`config.mk`:
```
export PLATFORM = sky130hd
export DESIGN_NAME = gray_encoder_stream
export DESIGN_NICKNAME = d
export VERILOG_FILES = /design/src/rtl/gray_encoder_stream.sv
export SDC_FILE = /design/constraint.sdc
export NUM_CORES = 1
export LEC_CHECK = 0
export ABC_AREA = 0
export BUFFER_PORTS_ARGS = -buffer_cell sky130_fd_sc_hd__buf_2
export CAP_MARGIN = 20
export CORE_ASPECT_RATIO = 1.75
export CORE_MARGIN = 5
export CORE_UTILIZATION = 35
export CTS_CLUSTER_SIZE = 14
export DETAILED_ROUTE_END_ITERATION = 7
export MAX_ROUTING_LAYER = met4
export PLACE_DENSITY = 0.6
export SETUP_SLACK_MARGIN = 0.02
export SLEW_MARGIN = 20
export SYNTH_ARGS = -nofsm -noshare
export SYNTH_HDL_FRONTEND = slang
export SYNTH_SLANG_ARGS = --single-unit
export TNS_END_PERCENT = 10
```
`constraint.sdc`:
```
create_clock -name clk -period 1.9 [get_ports clk]
set_input_delay 0.475 -clock clk [delete_from_list [all_inputs] [get_ports clk]]
set_output_delay 0.475 -clock clk [all_outputs]
set_load 0.02 [all_outputs]
```
`src/rtl/gray_encoder_stream.sv`:
```
// Streaming binary-to-Gray encoder with a 2-entry skid buffer (output + skid register).
// It also flags unit-distance steps in the emitted Gray stream and counts output transfers.
module gray_encoder_stream #(
    parameter int unsigned WIDTH = 4,
    parameter int unsigned CNT_W = 16
) (
    input  logic             clk,
    input  logic             rst,
    input  logic             in_valid,
    output logic             in_ready,
    input  logic [WIDTH-1:0] in_bin,
    output logic             out_valid,
    input  logic             out_ready,
    output logic [WIDTH-1:0] out_gray,
    output logic [WIDTH-1:0] out_bin,
    output logic             out_adj,
    output logic [CNT_W-1:0] xfer_cnt
);

    logic             or_valid_q, or_valid_d;
    logic [WIDTH-1:0] or_gray_q, or_gray_d;
    logic [WIDTH-1:0] or_bin_q, or_bin_d;
    logic             sr_valid_q, sr_valid_d;
    logic [WIDTH-1:0] sr_gray_q, sr_gray_d;
    logic [WIDTH-1:0] sr_bin_q, sr_bin_d;
    logic             in_ready_q, in_ready_d;
    logic [WIDTH-1:0] last_q, last_d;
    logic             first_q, first_d;
    logic [CNT_W-1:0] cnt_q, cnt_d;

    logic             accept;
    logic             xfer;
    logic [WIDTH-1:0] in_gray;
    logic [WIDTH-1:0] diff;

    always_comb begin
        accept     = in_valid && in_ready_q;
        xfer       = or_valid_q && out_ready;
        in_gray    = in_bin ^ (in_bin >> 1);

        or_valid_d = or_valid_q;
        or_gray_d  = or_gray_q;
        or_bin_d   = or_bin_q;
        sr_valid_d = sr_valid_q;
        sr_gray_d  = sr_gray_q;
        sr_bin_d   = sr_bin_q;
        last_d     = last_q;
        first_d    = first_q;
        cnt_d      = cnt_q;

        // in_ready_q mirrors !sr_valid_q, so an accept never coincides with a full skid register
        if (accept && (!or_valid_q || xfer)) begin
            or_valid_d = 1'b1;
            or_gray_d  = in_gray;
            or_bin_d   = in_bin;
        end else if (accept) begin
            sr_valid_d = 1'b1;
            sr_gray_d  = in_gray;
            sr_bin_d   = in_bin;
        end else if (xfer && sr_valid_q) begin
            or_gray_d  = sr_gray_q;
            or_bin_d   = sr_bin_q;
            sr_valid_d = 1'b0;
        end else if (xfer) begin
            or_valid_d = 1'b0;
        end

        in_ready_d = !sr_valid_d;

        if (xfer) begin
            last_d  = or_gray_q;
            first_d = 1'b0;
            cnt_d   = cnt_q + CNT_W'(1);
        end
    end

    always_ff @(posedge clk) begin
        if (rst) begin
            or_valid_q <= 1'b0;
            or_gray_q  <= '0;
            or_bin_q   <= '0;
            sr_valid_q <= 1'b0;
            sr_gray_q  <= '0;
            sr_bin_q   <= '0;
            in_ready_q <= 1'b1;
            last_q     <= '0;
            first_q    <= 1'b1;
            cnt_q      <= '0;
        end else begin
            or_valid_q <= or_valid_d;
            or_gray_q  <= or_gray_d;
            or_bin_q   <= or_bin_d;
            sr_valid_q <= sr_valid_d;
            sr_gray_q  <= sr_gray_d;
            sr_bin_q   <= sr_bin_d;
            in_ready_q <= in_ready_d;
            last_q     <= last_d;
            first_q    <= first_d;
            cnt_q      <= cnt_d;
        end
    end

    // Exactly one bit set: non-zero and clearing the lowest set bit leaves zero
    always_comb begin
        diff    = or_gray_q ^ last_q;
        out_adj = first_q || ((diff != '0) && ((diff & (diff - WIDTH'(1))) == '0));
    end

    assign in_ready  = in_ready_q;
    assign out_valid = or_valid_q;
    assign out_gray  = or_gray_q;
    assign out_bin   = or_bin_q;
    assign xfer_cnt  = cnt_q;

endmodule

```
==> impl_results.md <==
- Switching share of total power: a little under a quarter
- Clock network fraction of total power: a little over two fifths
- Critical path buffers and inverters: 1
- Largest vdd supply drop: roughly 0.68 mV
- Worst Hold Class: in2reg
- Global-route wire length before repair: a little under 7 mm
- FF+latch area: ~770 um2
- Average detailed-routed wire length per instance: ~13 um
- Largest stage delay on the critical path: 0.35 ns
- Floorplan core area: about 4700 um2
- Yosys top cell by area: sky130_fd_sc_hd__dfxtp_1
- Sort of element at the end of the critical path: primary output
- Total number of H-tree levels: 2
- Flip-flop and latch count after synthesis: 38
- Setup violations, final: 1
- Violations in the final reports: setup timing
- Cell with the most instances after synthesis: sky130_fd_sc_hd__dfxtp_1
- Area share of the largest cell type after synthesis: around 46%
- Sequential share of power: around 44%
- Width of the die: 62.24 um
- Number of enable flip-flop cells after synthesis: 0
- Overflow left after global routing: 0
- Detailed Route WL: 3.972 mm
- Final critical-path setup slack: -0.06052 ns
- Adder and majority gate portion of the synthesized area: less than 1%
- Static Leak: 0.8915 nW
- Worst hold slack across all endpoints: 0.4462 ns
- Summed instance area of the synthesized netlist: between 1500 and 2000 um2
- Number of filler cells placed in the layout: 481
- Delay-heaviest family, CP: flip-flops
- Warnings, synthesis: 0
- Multiplexer share of the synthesized area: 2.021%
- Required time of the critical path: roughly 1.4 ns
- Cell-internal power: 1.447 mW
- Final estimated routing congestion in global placement: about 0.76
- Clock tree from TritonCTS: built
- Initial standard-cell utilization of the core: about 36%
- Pwr dens: around 850 nW/um2
- GR Util All Layers: 13.64%
- Layout Skew: 0.008972 ns
- Antenna violations before repair: 0
- Number of diodes: 0
- Number of nets in the layout: 261
- Arr. time, crit path: roughly 1.5 ns
- Proportion of layout cells with a drive suffix above 1: a little under a third
- PortBufs: 34
- Total nets after synthesis: 208
- Most frequently used flop master after synthesis: sky130_fd_sc_hd__dfxtp_1
- Vias/cell: 4.915
- Unrepaired setup endpoints after global routing: true
- Number of max-cap violations: 0
- Maximum fanout along the worst path: 4
- Clock latency reported for the late side of the worst-skew pair: approximately 0.29 ns
- Slew at the pin with the worst max-slew slack: 0.5343 ns
- Category of the worst setup path launch point: flip-flop
- Seq/Total Area, Yosys: 45.51%
- Synth area leaders: sky130_fd_sc_hd__dfxtp_1 (46%), sky130_fd_sc_hd__xnor2_1 (7.3%), sky130_fd_sc_hd__nand2_1 (7.0%)
- Worst max-slew margin expressed relative to the limit: between 60% and 70%
- Share of the clock period used by the worst path after layout: 103.2%
- Share of the synthesized area in compound gates (AO/OA/AOI/OAI): ~16%
- Fmax: ~0.51 GHz
- Outcome: complete, but fails checks
- Fin. max-slew vios: 0
- Total number of vias: 1499
- TritonCTS buffer count: 5
- Ports: 35
- Dominant combinational cell family by area after synthesis: simple AND/OR/NAND/NOR gates
- Final instance count without filler cells: 305
- Drt drc: 0
- Share of async-settable or async-resettable flops after synthesis: 0%
- DIE AREA: 6312 um2
- Number of library cell types mapped by synthesis: 33
- HPWL after DPL: a little under 3 mm
- Clock-pin slew on the worst setup and hold paths: 0.08 ns
- Multi-input logic area: around 920 um2
- Critical-path cell with the highest stage delay: sky130_fd_sc_hd__dfxtp_2
- List of most frequent post-synthesis cells: sky130_fd_sc_hd__dfxtp_1 (38), sky130_fd_sc_hd__nand2_1 (31), sky130_fd_sc_hd__a21oi_1 (21), sky130_fd_sc_hd__nor2_1 (20), sky130_fd_sc_hd__xnor2_1 (14)
- Cts-stage hold buffer count: 0
- Worst Path Class, Setup: reg2out
- Post-layout min period: about 2.0 ns
- Area grow syn2layout: 33.83%
- Critical-path cell list: xnor2_2 -> a21oi_2 -> a211oi_2 -> nand2b_4 -> buf_6
- Number of instances in the synthesized netlist: 199
- Vias in the first global route: around 1500
- Vertical die dimension: 101.4 um
- Post-synthesis xor/xnor area fraction: about a tenth
- Clock sinks: 38
- Number of nets with antenna violations after detailed routing: 0
- Placed cell count: 295
- Simple-gate share of the synthesized area: about 23%
- Combinational share of power: 12.1%
- Setup TNS Final: -0.06052 ns
- Largest net degree at the start of global routing: 24
- Switch Pwr: 0.4504 mW
- Number of buffers on the longest clock path: 2
- Iter 0 DRT Violations: 52
- Setup slack at placement: 0.01027 ns
- Final hold viol count: 0
- First-pass detailed-route iteration total: 4
- Clock root buffer: sky130_fd_sc_hd__clkbuf_8
- Std-Cell Rows: 33
- Post-synthesis average cell area: roughly 8.4 um2
flip-flops by register name, summed over array words and instances, names as in the netlist:
name        cells
xfer_cnt       16
last_q          4
out_gray        4
sr_gray_q       4
out_bin         3
sr_bin_q        3
first_q         1
in_ready        1
out_valid       1
sr_valid_q      1
power groups by stage:
stage | Sequential [mW] | Combinational [mW] | Clock (mW)
after floorplan | 0.877 | 0.105 | 0
after global placement | 0.856 | 0.204 | 0
after detailed placement | 0.857 | 0.205 | 0
after CTS | 0.840 | 0.216 | 0.851
after global routing | 0.846 | 0.252 | 0.886
final | 0.842 | 0.229 | 0.826
path summary, 6_finish.rpt:
kind / to / start / slack (ns) / cells past startpoint
worst max-delay path: out_adj / out_gray[1] / -0.06 / 5
worst max register to register: xfer_cnt[11] / xfer_cnt[4] / 0.19 / 5
worst min-delay path: sr_bin_q[0] / in_bin[0] / 0.45 / 3
worst min register to register: out_bin[1] / out_bin[1] / 0.45 / 2
area by class of cell:
class                   count  area share (%)
repair buffers             54           14.60
inverters                   6           1.007
clock buffers               5           3.076
multi-input cells         147           40.94
well taps                  52           2.908
clock inverters             3           3.076
flip-flops and latches     38           34.40
timing repair:
item / in CTS / in global routing
hold endpoints to repair: 0 / 0
setup endpoints to repair: 1 / 1
setup buffers: 2 / 0
resized for setup: 9 / 7
pin swaps: 4 / 1
through the flow:
stage               instance area, um2  util [%]  power [mW]
floorplan                         1672         -      0.9825
global placement                  2008     43.04       1.061
detailed placement                2008     43.04       1.062
CTS                               2195     47.04       1.908
global route                      2237     47.95       1.985
finish                            2237     47.95       1.897
cell families after synthesis:
family,Yosys count
multiplexers,3
AO/OA/AOI/OAI,44
XOR/XNOR,18
adder cells (fa/ha/maj),1
AND/OR/NAND/NOR,81
flip-flops,38
buffers and inverters,14
cell usage in the layout (no fill, tap or decap), types with 3 or more instances in the layout:
cell type                  instances
sky130_fd_sc_hd__buf_4            20
sky130_fd_sc_hd__mux2_2            3
sky130_fd_sc_hd__a21oi_1          20
sky130_fd_sc_hd__inv_1             6
sky130_fd_sc_hd__a21o_1            3
sky130_fd_sc_hd__buf_2            33
sky130_fd_sc_hd__clkbuf_8          5
sky130_fd_sc_hd__o221ai_1          4
sky130_fd_sc_hd__xnor2_1          11
sky130_fd_sc_hd__a211oi_1          3
sky130_fd_sc_hd__dfxtp_2           4
sky130_fd_sc_hd__nand3_1           5
sky130_fd_sc_hd__nor2_1           20
sky130_fd_sc_hd__or3_1             3
sky130_fd_sc_hd__nand2_1          31
sky130_fd_sc_hd__nor2b_1           4
sky130_fd_sc_hd__o211ai_1          3
sky130_fd_sc_hd__dfxtp_1          33
sky130_fd_sc_hd__nor3_1            4
sky130_fd_sc_hd__o21ai_0           8
sky130_fd_sc_hd__xor2_1            4
metal layers:
layer | up-vias | global-route usage, % | share of wire, %
met3 | 2 | 3.441 | 3.5
li1 | 792 | - | -
met5 | - | - | 0
met2 | 27 | 23.64 | 54
met1 | 678 | 14.48 | 41
met4 | 0 | 6.010 | 1.1
worst reg2reg max path: cells and delay by family, from the launching register on:
family | cells | cell delay, ns
AOI/OAI and AO/OA | 1 | 0.14
buffers and inverters | 1 | 0.16
DFF | 1 | 0.41
and+or+nand+nor | 3 | 0.93
Power figures use the tool's default switching activity.
